--- src/rtl/video_pkg.sv ---
// Shared video timing constants (640x480@60) and coordinate width.
// The optional colour-bar helper is used when VIDEO_TIMING_TEST_PATTERN_EN is defined.
package video_pkg;

    localparam int COORD_W = 11;

    localparam int VGA_H_ACTIVE = 640;
    localparam int VGA_H_FP     = 16;
    localparam int VGA_H_SYNC   = 96;
    localparam int VGA_H_BP     = 48;
    localparam int VGA_V_ACTIVE = 480;
    localparam int VGA_V_FP     = 10;
    localparam int VGA_V_SYNC   = 2;
    localparam int VGA_V_BP     = 33;

    // Raw (active-high) per-pixel control bits carried down the alignment pipe.
    typedef struct packed {
        logic blank;
        logic hsync;
        logic vsync;
    } sync_t;

    localparam sync_t SYNC_IDLE = '{blank: 1'b1, hsync: 1'b0, vsync: 1'b0};

    function automatic logic [23:0] bar_colour(input logic [2:0] idx);
        return {{8{idx[2]}}, {8{idx[1]}}, {8{idx[0]}}};
    endfunction

endpackage

--- src/rtl/sync_delay_line.sv ---
// Fixed-depth shift pipeline with asynchronous clear to a programmable idle value.
// o_pre is the value about to enter the last stage (the input itself when DEPTH=1).
module sync_delay_line #(
    parameter int                DEPTH   = 2,
    parameter int                WIDTH   = 3,
    parameter logic [WIDTH-1:0]  RST_VAL = '0
) (
    input  logic             clk,
    input  logic             rst,
    input  logic [WIDTH-1:0] i_d,
    output logic [WIDTH-1:0] o_pre,
    output logic [WIDTH-1:0] o_q
);

    logic [DEPTH:1][WIDTH-1:0] r_stage;

    always_ff @(posedge clk or posedge rst) begin
        if (rst) begin
            r_stage <= {DEPTH{RST_VAL}};
        end else begin
            r_stage[1] <= i_d;
            for (int i = 2; i <= DEPTH; i++) begin
                r_stage[i] <= r_stage[i-1];
            end
        end
    end

    if (DEPTH == 1) begin : g_pre_direct
        assign o_pre = i_d;
    end else begin : g_pre_tap
        assign o_pre = r_stage[DEPTH-1];
    end

    assign o_q = r_stage[DEPTH];

endmodule

--- src/rtl/video_timing_gen.sv ---
// Raster timing generator: pixel fetch requests plus latency-aligned sync/blank/colour.
// Define VIDEO_TIMING_TEST_PATTERN_EN to add the testPattern colour-bar input.
module video_timing_gen
    import video_pkg::*;
#(
    parameter int H_ACTIVE        = VGA_H_ACTIVE,
    parameter int H_FP            = VGA_H_FP,
    parameter int H_SYNC          = VGA_H_SYNC,
    parameter int H_BP            = VGA_H_BP,
    parameter int V_ACTIVE        = VGA_V_ACTIVE,
    parameter int V_FP            = VGA_V_FP,
    parameter int V_SYNC          = VGA_V_SYNC,
    parameter int V_BP            = VGA_V_BP,
    parameter int FETCH_LAT       = 2,
    parameter bit SYNC_ACTIVE_LOW = 1'b1
) (
    input  logic               clkRGB,
    input  logic               reset,
`ifdef VIDEO_TIMING_TEST_PATTERN_EN
    input  logic               testPattern,
`endif
    output logic               pixReq,
    output logic [COORD_W-1:0] pixX,
    output logic [COORD_W-1:0] pixY,
    input  logic [23:0]        pixData,
    output logic [7:0]         rRGB,
    output logic [7:0]         gRGB,
    output logic [7:0]         bRGB,
    output logic               hs,
    output logic               vs,
    output logic               blk,
    output logic               frameStart,
    output logic               lineStart
);

    localparam logic [COORD_W-1:0] ONE      = COORD_W'(1);
    localparam logic [COORD_W-1:0] H_LAST   = COORD_W'(H_ACTIVE + H_FP + H_SYNC + H_BP - 1);
    localparam logic [COORD_W-1:0] V_LAST   = COORD_W'(V_ACTIVE + V_FP + V_SYNC + V_BP - 1);
    localparam logic [COORD_W-1:0] H_VIS    = COORD_W'(H_ACTIVE);
    localparam logic [COORD_W-1:0] V_VIS    = COORD_W'(V_ACTIVE);
    localparam logic [COORD_W-1:0] HS_START = COORD_W'(H_ACTIVE + H_FP);
    localparam logic [COORD_W-1:0] HS_END   = COORD_W'(H_ACTIVE + H_FP + H_SYNC);
    localparam logic [COORD_W-1:0] VS_START = COORD_W'(V_ACTIVE + V_FP);
    localparam logic [COORD_W-1:0] VS_END   = COORD_W'(V_ACTIVE + V_FP + V_SYNC);

    logic [COORD_W-1:0] r_hCnt, r_vCnt;
    logic               w_visible, w_atLineStart;
    sync_t              w_raw, w_pre, w_dly;
    logic [23:0]        w_src, r_rgb;

    always_ff @(posedge clkRGB or posedge reset) begin
        if (reset) begin
            r_hCnt <= '0;
            r_vCnt <= '0;
        end else if (r_hCnt == H_LAST) begin
            r_hCnt <= '0;
            r_vCnt <= (r_vCnt == V_LAST) ? '0 : r_vCnt + ONE;
        end else begin
            r_hCnt <= r_hCnt + ONE;
        end
    end

    // Counters already sit at (0,0) during reset; gating keeps the undelayed outputs quiet.
    assign w_visible     = !reset && (r_hCnt < H_VIS) && (r_vCnt < V_VIS);
    assign w_atLineStart = !reset && (r_hCnt == '0);

    assign pixReq     = w_visible;
    assign pixX       = w_visible ? r_hCnt : '0;
    assign pixY       = w_visible ? r_vCnt : '0;
    assign lineStart  = w_atLineStart;
    assign frameStart = w_atLineStart && (r_vCnt == '0);

    assign w_raw.blank = !((r_hCnt < H_VIS) && (r_vCnt < V_VIS));
    assign w_raw.hsync = (r_hCnt >= HS_START) && (r_hCnt < HS_END);
    assign w_raw.vsync = (r_vCnt >= VS_START) && (r_vCnt < VS_END);

    sync_delay_line #(
        .DEPTH   (FETCH_LAT),
        .WIDTH   (3),
        .RST_VAL (SYNC_IDLE)
    ) u_sync_dly (
        .clk   (clkRGB),
        .rst   (reset),
        .i_d   (w_raw),
        .o_pre (w_pre),
        .o_q   (w_dly)
    );

`ifdef VIDEO_TIMING_TEST_PATTERN_EN
    logic [2:0] w_barIdx;

    // Bar index travels with the request so pattern colour has the same latency as pixData.
    if (FETCH_LAT == 1) begin : g_bar_direct
        assign w_barIdx = pixX[9:7];
    end else begin : g_bar_pipe
        logic [FETCH_LAT-2:0][2:0] r_bar;
        always_ff @(posedge clkRGB or posedge reset) begin
            if (reset) begin
                r_bar <= '0;
            end else begin
                r_bar[0] <= pixX[9:7];
                for (int i = 1; i < FETCH_LAT - 1; i++) begin
                    r_bar[i] <= r_bar[i-1];
                end
            end
        end
        assign w_barIdx = r_bar[FETCH_LAT-2];
    end

    assign w_src = testPattern ? bar_colour(w_barIdx) : pixData;
`else
    assign w_src = pixData;
`endif

    // Colour is loaded on the same edge that moves w_pre into the final sync stage.
    always_ff @(posedge clkRGB or posedge reset) begin
        if (reset) begin
            r_rgb <= '0;
        end else begin
            r_rgb <= w_pre.blank ? 24'h0 : w_src;
        end
    end

    assign {rRGB, gRGB, bRGB} = r_rgb;
    assign blk = w_dly.blank;
    assign hs  = SYNC_ACTIVE_LOW ? ~w_dly.hsync : w_dly.hsync;
    assign vs  = SYNC_ACTIVE_LOW ? ~w_dly.vsync : w_dly.vsync;

endmodule

--- config.mk ---
export PLATFORM = sky130hd
export DESIGN_NAME = video_timing_gen
export DESIGN_NICKNAME = d
export VERILOG_FILES = /design/src/rtl/video_pkg.sv /design/src/rtl/sync_delay_line.sv /design/src/rtl/video_timing_gen.sv
export SDC_FILE = /design/constraint.sdc
export NUM_CORES = 1
export LEC_CHECK = 0
export CAP_MARGIN = 5
export CELL_PAD_IN_SITES_DETAIL_PLACEMENT = 1
export CELL_PAD_IN_SITES_GLOBAL_PLACEMENT = 1
export CORE_ASPECT_RATIO = 1.5
export CORE_MARGIN = 8
export CORE_UTILIZATION = 37
export DETAILED_ROUTE_END_ITERATION = 10
export PLACE_DENSITY_LB_ADDON = 0.1
export SLEW_MARGIN = 20
export SYNTH_ARGS = -nofsm -noshare
export SYNTH_HDL_FRONTEND = slang
export SYNTH_SLANG_ARGS = --single-unit
--- constraint.sdc ---
create_clock -name clkRGB -period 8.7 [get_ports clkRGB]
set_clock_uncertainty 0.05 [all_clocks]
set_input_delay 1.74 -clock clkRGB [delete_from_list [all_inputs] [get_ports clkRGB]]
set_output_delay 1.74 -clock clkRGB [all_outputs]
set_load 0.02 [all_outputs]
==> metrics.md, run 1 <==
| Metric | Value |
|---|---|
| Outcome | finished, final reports clean |
| Wirelength per Cell | 16.6 um |
| Hold crit path type | register to register |
| Crit start category | input pin |
| Post-synth top area share | 54.2% |
| GPL Wtd Cong | 0.796 |
| Most frequent cells in the layout | 74 x clkdlybuf4s50_1, 50 x dfrtp_1, 25 x nor2b_1, 15 x nand3_1, 15 x and2_1 |
| Cell Pwr Density | 136 nW/um2 |
| CP cell instances | clkdlybuf4s50_1, inv_2, buf_4, nand4_1, nor4_1, and4bb_1, clkdlybuf4s50_1 |
| Post-route minimum period | approximately 6 ns |
| Vias/cell | 4.90 |
| Netlist cell types | 36 |
| CP dominant cell by count | clkdlybuf4s50_1 |
| Most used flip-flop cell after synthesis | dfrtp_1 |
| Total power | 0.433 mW |
| DRC | 0 |
| Detailed Route WL | 5.91 mm |
| Die area | 9080 um2 |
| CP Data Required Time | between 6 and 7 ns |
| Starting Density | 37.9% |
| Rows | 35 |
| Slew Viols, Final | 0 |
| Longest Clk Path Bufs | 2 |
| Initial antenna violation count | 0 |
| Clock buffer count from CTS | 5 |
| Global-route wire length before repair | about 9.5 mm |
| Die height | 113 um |
| Critical Path Sink Type | output port |
| Setup Viol. Count Final | 0 |
| Slew headroom | a little under two fifths |
| Largest net degree at the start of global routing | 54 |
| DP HPWL | 4.44 mm |
| Post-CTS Setup Bufs | 0 |
| Most common cell after layout, fill and taps aside | clkdlybuf4s50_1 |
| Gr ovfl total | 0 |
| Mapped Area | 2310 um2 |
| Fraction of layout cells with a size suffix above 1 | 7.09% |
| Final ANT Viol Nets | 0 |
| Peak supply drop | 0.0000615 V |
| Top Ports | 78 |
| Measured slew at the worst slew-check pin | 0.924 ns |
| Seq/Total Area, Yosys | 56.4% |
| Final worst slack | 2.73 ns |
| Final period util | slightly below 70% |
| Asr flop ratio synth | 100% |
| Synth top area cells | dfrtp_1 54%, nor2b_1 6.8%, and2_1 4.1% |
| Worst-Skew Late Latency | 0.30 ns |
| DR iter-0 viols | between 70 and 80 |
| Htree depth | 2 |
| Final nets | 311 |
| Post-cts resize count | 0 |
| Worst Path Arrival | around 4.2 ns |
| Area leader, netlist | dfrtp_1 |
| Syn_area_per_cell | 11.1 um2 |
| Core area | 6090 um2 |
| Drt first pass iters | 4 |
| Hold buffers post-CTS | 0 |
| CP max stage delay | 0.61 ns |
| Area of the multi-input gates | 916 um2 |
| Critical Path Fanout Max | 53 |
| RSZ-0062 raised after global routing | no |
| Root Driver | clkbuf_8 |
| Peak Freq | approximately 0.17 GHz |
| YS warnings | 0 |
| Final core area utilization | 52.2% |
| Register area | 1300 um2 |
| # Max-Cap Violations | 0 |
| Clock Sinks | 52 |
| Layout fillers | 698 |
| Design area | 3180 um2 |
| EDFF count, synth | 0 |
| Synthesis-to-layout area growth | 37.6% |
| Worst path slowest cell | clkdlybuf4s50_1 |
| TritonCTS clock tree | done |
| Leakage | 1.36 nW |
| #FFs+latches synth | 52 |
| Vias in the first global route | 1,816 |
| GRT Overall Usage | 13.2% |
| DR vias | 1,743 |
| TNS Setup | 0 ns |
| Cells after Synth | 208 |
| Final Hold Fails | 0 |
| Area after DPL | about 3100 um2 |
| N_diodes | 0 |
| Die boundary width | 80.5 um |
| Crit Path Category | input pin to output port |
| Worst-path clk slew | about 0.09 ns |
| IO Port Bufs | 74 |
| Pre-CTS setup slack | 2.64 ns |
[cells by family after synthesis]
logic type / count (synthesis) / synth area share (%)
buffers and inverters: 19 / 4.23
AND/OR/NAND/NOR: 109 / 29.5
flip-flops: 52 / 56.4
AO/OA/AOI/OAI: 9 / 2.17
multiplexers: 1 / 0.433
other: 1 / 0.162
XOR/XNOR: 13 / 4.93
adder cells (fa/ha/maj): 4 / 2.17
[cell type report]
class | instances | area share, %
Sequential cell | 52 | 41.0
Multi-Input combinational cell | 139 | 28.8
Timing Repair Buffer | 75 | 23.5
Tap cell | 74 | 2.91
Clock buffer | 6 | 2.28
Inverter | 8 | 0.945
Clock inverter | 2 | 0.512
[critical path, delay by kind of cell]
family | cells | cell delay (ns)
buffers and inverters | 4 | 1.73
and+or+nand+nor | 3 | 0.70
[sequential cells by signal (all words and copies together) (netlist names)]
register,flops
r_rgb,24
r_hCnt,11
r_vCnt,11
u_sync_dly.o_pre,3
u_sync_dly.o_q,3
[per-stage QoR]
step	hold slack, ns	instances
global placement	0.282	348
finish	0.306	356
global route	0.312	356
detailed placement	0.294	348
CTS	0.312	356
floorplan	0.281	210
[cells in the mapped netlist (all sizes together), types with 5 or more instances]
| library cell | n |
|---|---|
| xnor2 | 5 |
| buf | 8 |
| and2 | 17 |
| nand4 | 8 |
| nor3 | 12 |
| nand2 | 8 |
| nor2b | 25 |
| nand3 | 15 |
| inv | 8 |
| nor2 | 10 |
| xor2 | 8 |
| dfrtp | 50 |
[final timing paths]
path,startpoint,to,slack [ns],cells after the start
worst max-delay path,reset,frameStart,2.73,7
worst min-delay path,u_sync_dly.o_pre[0],u_sync_dly.o_q[0],0.31,0
worst max register to register,r_hCnt[0],r_vCnt[7],6.80,5
worst min register to register,u_sync_dly.o_pre[0],u_sync_dly.o_q[0],0.31,0
max in group asynchronous,reset,r_hCnt[6],6.13,3
min in group asynchronous,reset,r_hCnt[1],2.02,3
[metal layers]
| metal | track usage, % | routed length (um) | vias to the layer above |
|---|---|---|---|
| met5 | 0 | 0 | - |
| met4 | 4.39 | 48 | 0 |
| met3 | 2.54 | 353 | 6 |
| met2 | 22.2 | 2950 | 55 |
| met1 | 16.1 | 2560 | 848 |
| li1 | - | - | 834 |
[power breakdown]
| part | internal [mW] | leakage [nW] | total, mW | switching (mW) |
|---|---|---|---|---|
| Combinational | 0.0241 | 0.668 | 0.0455 | 0.0214 |
| Sequential | 0.247 | 0.649 | 0.249 | 0.00143 |
| Clock | 0.0574 | 0.0414 | 0.138 | 0.0810 |
| Total | 0.329 | 1.36 | 0.433 | 0.104 |
(Power assumes the default switching activity.)
==> run 2, diff against run 1 <==
Settings changed: CORE_UTILIZATION 37 to 34.
Clock period 8.7 ns to 5.95 ns, I/O delays scaled along.
==> metrics.md, run 2 (same netlist as run 1, synthesis figures left out) <==
| Metric | Value |
|---|---|
| Outcome | finished, final reports clean |
| Die boundary width | 83.3 um (+3.5%) |
| GRT Overall Usage | 12.1% (-1.1 points) |
| Wirelength per Cell | 16.0 um (-3.4%) |
| Peak supply drop | 0.0000889 V (+45%) |
| Initial antenna violation count | 0 (unchanged) |
| Clock Sinks | 52 (unchanged) |
| Critical Path Fanout Max | 15 (-72%) |
| R2R depth | 5 (unchanged) |
| Core area | 6710 um2 (+10%) |
| Gate power share | 10.3% (-0.2 points) |
| Reg-to-Reg End | r_vCnt[7] |
| TritonCTS clock tree | done |
| Hold Path Depth | 0 (unchanged) |
| CP max stage delay | 0.70 ns (+0.09 ns) |
| Final ANT Viol Nets | 0 (unchanged) |
| Clock buffer count from CTS | 5 (unchanged) |
| Slew headroom | 43.1% (+4.9 points) |
| Vias in the first global route | 1,908 (+5.1%) |
| Slew Viols, Final | 0 (unchanged) |
| Post-route minimum period | about 4.5 ns |
| Final worst slack | 1.44 ns (-1.29 ns) |
| Critical Path Sink Type | output port |
| IO Port Bufs | 74 (unchanged) |
| Worst Path Arrival | 3.27 ns (-0.91 ns) |
| Dpl cells | 352 (+1.1%) |
| Net Switching | 0.151 mW (+46%) |
| Most frequent cells in the layout | 74 x clkdlybuf4s50_1, 50 x dfrtp_1, 25 x nor2b_1, 15 x nand3_1, 15 x and2_1 |
| Worst path slowest cell | nor2_1 |
| Htree depth | 2 (unchanged) |
| Most common cell after layout, fill and taps aside | clkdlybuf4s50_1 |
| Top Registers | r_rgb x24, r_hCnt x11, r_vCnt x11 |
| Top Ports | 78 (unchanged) |
| Hold Path Sink | u_sync_dly.o_q[0] |
| R2R setup slack | 4.05 ns (-2.75 ns) |
| Rows | 37 (+5.7%) |
| Area after DPL | 3100 um2 (+0.16%) |
| Hold crit path type | register to register |
| Crit Path Category | input pin to output port |
| GPL Wtd Cong | 0.804 (+0.99%) |
| Final period util | 75.8% |
| Die height | 117 um (+3.7%) |
| Leakage | 1.36 nW (+0.15%) |
| Hold buffers post-CTS | 0 (unchanged) |
| Layout fillers | 748 (+7.2%) |
| Post-CTS Setup Bufs | 0 (unchanged) |
| Drt first pass iters | 2 (-2) |
| Fraction of layout cells with a size suffix above 1 | 7.45% (+0.35 points) |
| RSZ-0062 raised after global routing | no |
| Measured slew at the worst slew-check pin | 0.850 ns (-0.0737 ns) |
| Final nets | 311 (unchanged) |
| # Max-Cap Violations | 0 (unchanged) |
| Worst-path clk slew | 0.09 ns (about the same) |
| DRC | 0 (unchanged) |
| N_diodes | 0 (unchanged) |
| Net Sw Frac | 23.6% (-0.45 points) |
| Detailed Route WL | 5.77 mm (-2.4%) |
| Peak Freq | between 0.2 and 0.25 GHz |
| Largest register FFs | 24 (unchanged) |
| TNS Setup | 0 ns (unchanged) |
| DP HPWL | 4.30 mm (-3.3%) |
| Seq pwr share | 56.6% (-0.9 points) |
| Die area | 9740 um2 (+7.3%) |
| CP cell instances | clkdlybuf4s50_1, nor2_1, and2_1, clkdlybuf4s50_1 |
| Final Instance Count excl. Fillers | 360 (+1.1%) |
| Clock share of power | 33.2% (+1.2 points) |
| DR vias | 1,757 (+0.80%) |
| Crit start category | input pin |
| Pre-CTS setup slack | 1.30 ns (-1.34 ns) |
| CP Data Required Time | 4.71 ns (-2.20 ns) |
| Synthesis-to-layout area growth | 38.2% |
| Setup Viol. Count Final | 0 (unchanged) |
| Total power | 0.642 mW (+48%) |
| CP dominant cell by count | clkdlybuf4s50_1 |
| Worst-Skew Late Latency | 0.30 ns (about the same) |
| DR iter-0 viols | 35 (-53%) |
| Post-cts resize count | 0 (unchanged) |
| Root Driver | clkbuf_8 |
| Cell Pwr Density | 201 nW/um2 (+48%) |
| Final Hold Fails | 0 (unchanged) |
| Global-route wire length before repair | 9.60 mm (+1.2%) |
| Internal Power | 0.491 mW (+49%) |
| Hold wc startpoint | u_sync_dly.o_pre[0] |
| Crit path from | reset |
| Starting Density | 34.4% (-3.5 points) |
| Longest Clk Path Bufs | 2 (unchanged) |
| Largest reg by FF count | r_rgb |
| Reg2reg start | r_hCnt[0] |
| Gr ovfl total | 0 (unchanged) |
| Vias/cell | 4.88 (-0.32%) |
| Design area | 3190 um2 (+0.43%) |
| Largest net degree at the start of global routing | 53 (-1.9%) |
[run 2: cell types whose count changed in the layout (fill, tap and decap cells not counted)]
cell | previous run | this run
clkbuf_1 | 1 | 0
clkbuf_8 | 5 | 6
clkinv_4 | 1 | 0
clkinvlp_4 | 1 | 2
[run 2: how the worst max path moves through the flow]
stage	cells past startpoint	slack (ns)	endpoint
floorplan	4	1.11	frameStart
CTS	4	1.30	pixX[5]
detailed placement	4	1.30	pixX[5]
finish	4	1.44	pixX[7]
global route	4	1.19	pixX[8]
global placement	4	1.31	pixX[5]
[run 2: final cells by class]
| cell class | instances | area, um2 | share of cell area, % |
|---|---|---|---|
| inverters | 8 | 30.0 | 0.940 |
| repair buffers | 75 | 748 | 23.4 |
| multi-input cells | 139 | 916 | 28.7 |
| clock inverters | 2 | 15.0 | 0.470 |
| well taps | 78 | 97.6 | 3.06 |
| flip-flops and latches | 52 | 1300 | 40.8 |
| clock buffers | 6 | 82.6 | 2.59 |
[run 2: routing by layer]
| metal | vias up | part of all wire, % | track usage (%) |
|---|---|---|---|
| met2 | 56 | 48 | 20.8 |
| met1 | 862 | 45 | 13.8 |
| met3 | 6 | 6.4 | 4.02 |
| li1 | 833 | - | - |
| met5 | - | 0 | 0 |
| met4 | 0 | 1.2 | 4.24 |
[run 2: critical path: cells and delay by family]
family	cells	cell delay, ns
buffers and inverters	2	1.12
AND/OR/NAND/NOR	2	0.94
[run 2: through the flow]
stage	hold slack [ns]	utilization [%]
after floorplan	0.281	-
after global placement	0.282	46.1
after detailed placement	0.287	46.1
after CTS	0.310	47.6
after global routing	0.323	47.6
final	0.307	47.6
[run 2: power groups by stage]
stage / registers [mW] / logic (mW) / clock network (mW)
after floorplan: 0.382 / 0.0174 / 0
after global placement: 0.370 / 0.0669 / 0
after detailed placement: 0.371 / 0.0677 / 0
after CTS: 0.364 / 0.0680 / 0.224
after global routing: 0.364 / 0.0712 / 0.238
final: 0.363 / 0.0659 / 0.213
==> run 3, diff against run 2 <==
Settings changed: CORE_UTILIZATION 34 to 31.
Clock period 5.95 ns to 3.9 ns, I/O delays scaled along.
==> metrics.md, run 3 (same netlist as run 1, synthesis figures left out) <==
| Metric | Value |
|---|---|
| Peak supply drop | 0.000119 V (+34%) |
| Wirelength per Cell | 15.7 um (-2.1%) |
| Total power | 0.974 mW (+52%) |
| R2R depth | 5 (unchanged) |
| Internal Power | 0.751 mW (+53%) |
| CP dominant cell by count | clkdlybuf4s50_1 |
| Outcome | finished, final reports clean |
| Initial antenna violation count | 0 (unchanged) |
| Area after DPL | 3150 um2 (+1.7%) |
| Synthesis-to-layout area growth | 40.2% |
| DR iter-0 viols | 42 (+20%) |
| Final Instance Count excl. Fillers | 385 (+6.9%) |
| Post-cts resize count | 0 (unchanged) |
| Die area | 10,500 um2 (+8.1%) |
| CP max stage delay | 0.61 ns (-0.09 ns) |
| RSZ-0062 raised after global routing | no |
| # Max-Cap Violations | 0 (unchanged) |
| Cell class contributing the biggest share of worst-path delay | buffers and inverters |
| Worst path slowest cell | clkdlybuf4s50_1 |
| Vias/cell | 4.64 (-5.0%) |
| GRT Overall Usage | 12.2% (+0.12 points) |
| Starting Density | 32.0% (-2.4 points) |
| Final ANT Viol Nets | 0 (unchanged) |
| Drt first pass iters | 3 (+1) |
| Root Driver | clkbuf_8 |
| Seq pwr share | 56.9% (+0.3 points) |
| Most frequent cells in the layout | 74 x clkdlybuf4s50_1, 50 x dfrtp_1, 25 x nor2b_1, 15 x nand3_1, 15 x and2_1 |
| Critical Path Fanout Max | 7 (-8) |
| Worst-Skew Late Latency | 0.31 ns (about the same) |
| IO Port Bufs | 74 (unchanged) |
| TNS Setup | 0 ns (unchanged) |
| Net Switching | 0.223 mW (+47%) |
| Worst-path clk slew | 0.09 ns (about the same) |
| TritonCTS clock tree | done |
| DRC | 0 (unchanged) |
| Hold buffers post-CTS | 0 (unchanged) |
| Hold Path Depth | 0 (unchanged) |
| R2R setup slack | 1.97 ns (-2.08 ns) |
| Most common cell after layout, fill and taps aside | clkdlybuf4s50_1 |
| Slew Viols, Final | 0 (unchanged) |
| Htree depth | 2 (unchanged) |
| Hold wc startpoint | u_sync_dly.o_pre[1] |
| CP Data Required Time | 3.07 ns (-1.64 ns) |
| Reg2reg start | r_hCnt[0] |
| CP cell instances | clkdlybuf4s50_1, clkinvlp_4, nand4_1, nor4_1, and4bb_1, clkdlybuf4s50_1 |
| M1 wire length | 2.71 mm (+5.6%) |
| Final period util | around 90% |
| Post-CTS Setup Bufs | 0 (unchanged) |
| Final Hold Fails | 0 (unchanged) |
| Global-route wire length before repair | 10.0 mm (+4.5%) |
| Final core area utilization | 44.8% (-2.7 points) |
| Clock buffer count from CTS | 5 (unchanged) |
| Core area | 7230 um2 (+7.7%) |
| Top Ports | 78 (unchanged) |
| Slew headroom | 55.2% (+12 points) |
| Die boundary width | 86.5 um (+3.8%) |
| Longest Clk Path Bufs | 2 (unchanged) |
| Design area | 3240 um2 (+1.5%) |
| Hold Path Sink | u_sync_dly.o_q[1] |
| Reg-to-Reg End | r_vCnt[7] |
| Gr ovfl total | 0 (unchanged) |
| GPL Wtd Cong | 0.737 (-8.3%) |
| Largest net degree at the start of global routing | 53 (unchanged) |
| Critical Path Sink Type | output port |
| Clock Sinks | 52 (unchanged) |
| Met2 wire length | 2.81 mm (+1.8%) |
| Met3 WL | 396 um (+7.0%) |
| Hold crit path type | register to register |
| Gate power share | 10.6% (+0.3 points) |
| Crit Path Category | input pin to output port |
| Post-route minimum period | between 3 and 4 ns |
| Vias in the first global route | 1,898 (-0.52%) |
| Measured slew at the worst slew-check pin | 0.671 ns (-0.179 ns) |
| Top Registers | r_rgb x24, r_hCnt x11, r_vCnt x11 |
| Leakage | 1.37 nW (+0.86%) |
| Cell Pwr Density | 301 nW/um2 (+49%) |
| Fraction of layout cells with a size suffix above 1 | 7.72% (+0.27 points) |
| Dpl cells | 377 (+7.1%) |
| Final nets | 314 (+0.96%) |
| DP HPWL | 4.49 mm (+4.5%) |
| Peak Freq | 0.285 GHz |
| Worst Path Arrival | 2.68 ns (-0.59 ns) |
| Largest reg by FF count | r_rgb |
| Setup Viol. Count Final | 0 (unchanged) |
| Detailed Route WL | 6.04 mm (+4.7%) |
| Crit start category | input pin |
| Net Sw Frac | 22.9% (-0.71 points) |
| DR top layer | met4 |
| Rows | 38 (+2.7%) |
| N_diodes | 0 (unchanged) |
| CP bufs+invs | 3 (+1) |
| Layout fillers | 833 (+11%) |
| Clock share of power | 32.5% (-0.7 points) |
| Die height | 122 um (+4.1%) |
| Largest register FFs | 24 (unchanged) |
| DR vias | 1,786 (+1.7%) |
==> run 3: cell types whose count changed in the layout (fill, tap and decap cells not counted), sizes merged <==
| cell | change |
|---|---|
| clkinvlp | -1 |
| clkbuf | +2 |
| inv | -1 |
| buf | +3 |
==> run 3: through the flow <==
| step | hold WS, ns | setup WS [ns] |
|---|---|---|
| 6_report | 0.307 | 0.393 |
| 5_1_grt | 0.313 | 0.265 |
| 3_5_place_dp | 0.289 | 0.375 |
| 4_1_cts | 0.310 | 0.355 |
| 3_3_place_gp | 0.287 | 0.406 |
| 2_1_floorplan | 0.281 | 0.441 |
==> run 3: power groups by stage <==
stage / Clock, mW / Sequential, mW / Combinational [mW]
CTS: 0.333 / 0.555 / 0.106
finish: 0.317 / 0.554 / 0.103
detailed placement: 0 / 0.565 / 0.105
global route: 0.349 / 0.555 / 0.112
global placement: 0 / 0.565 / 0.104
floorplan: 0 / 0.582 / 0.0267
==> run 3: final cells by class <==
cell class	count	area, um2	area share, %
Timing Repair Buffer	78	771	23.8
Clock buffer	8	90.1	2.78
Tap cell	100	125	3.86
Inverter	8	33.8	1.04
Multi-Input combinational cell	139	916	28.3
Sequential cell	52	1300	40.2
==> run 3: worst max-delay path by stage <==
stage	from	endpoint	slack, ns	cells past startpoint
2_1_floorplan	reset	frameStart	0.44	4
3_3_place_gp	reset	frameStart	0.41	6
3_5_place_dp	reset	frameStart	0.38	6
4_1_cts	reset	frameStart	0.36	6
5_1_grt	reset	frameStart	0.27	6
6_report	reset	frameStart	0.39	6
==> run 3: routing by layer <==
| layer | GRT usage [%] | vias up |
|---|---|---|
| met2 | 19.9 | 65 |
| li1 | - | 836 |
| met4 | 5.30 | 0 |
| met3 | 3.51 | 8 |
| met1 | 14.7 | 877 |
| met5 | 0 | - |
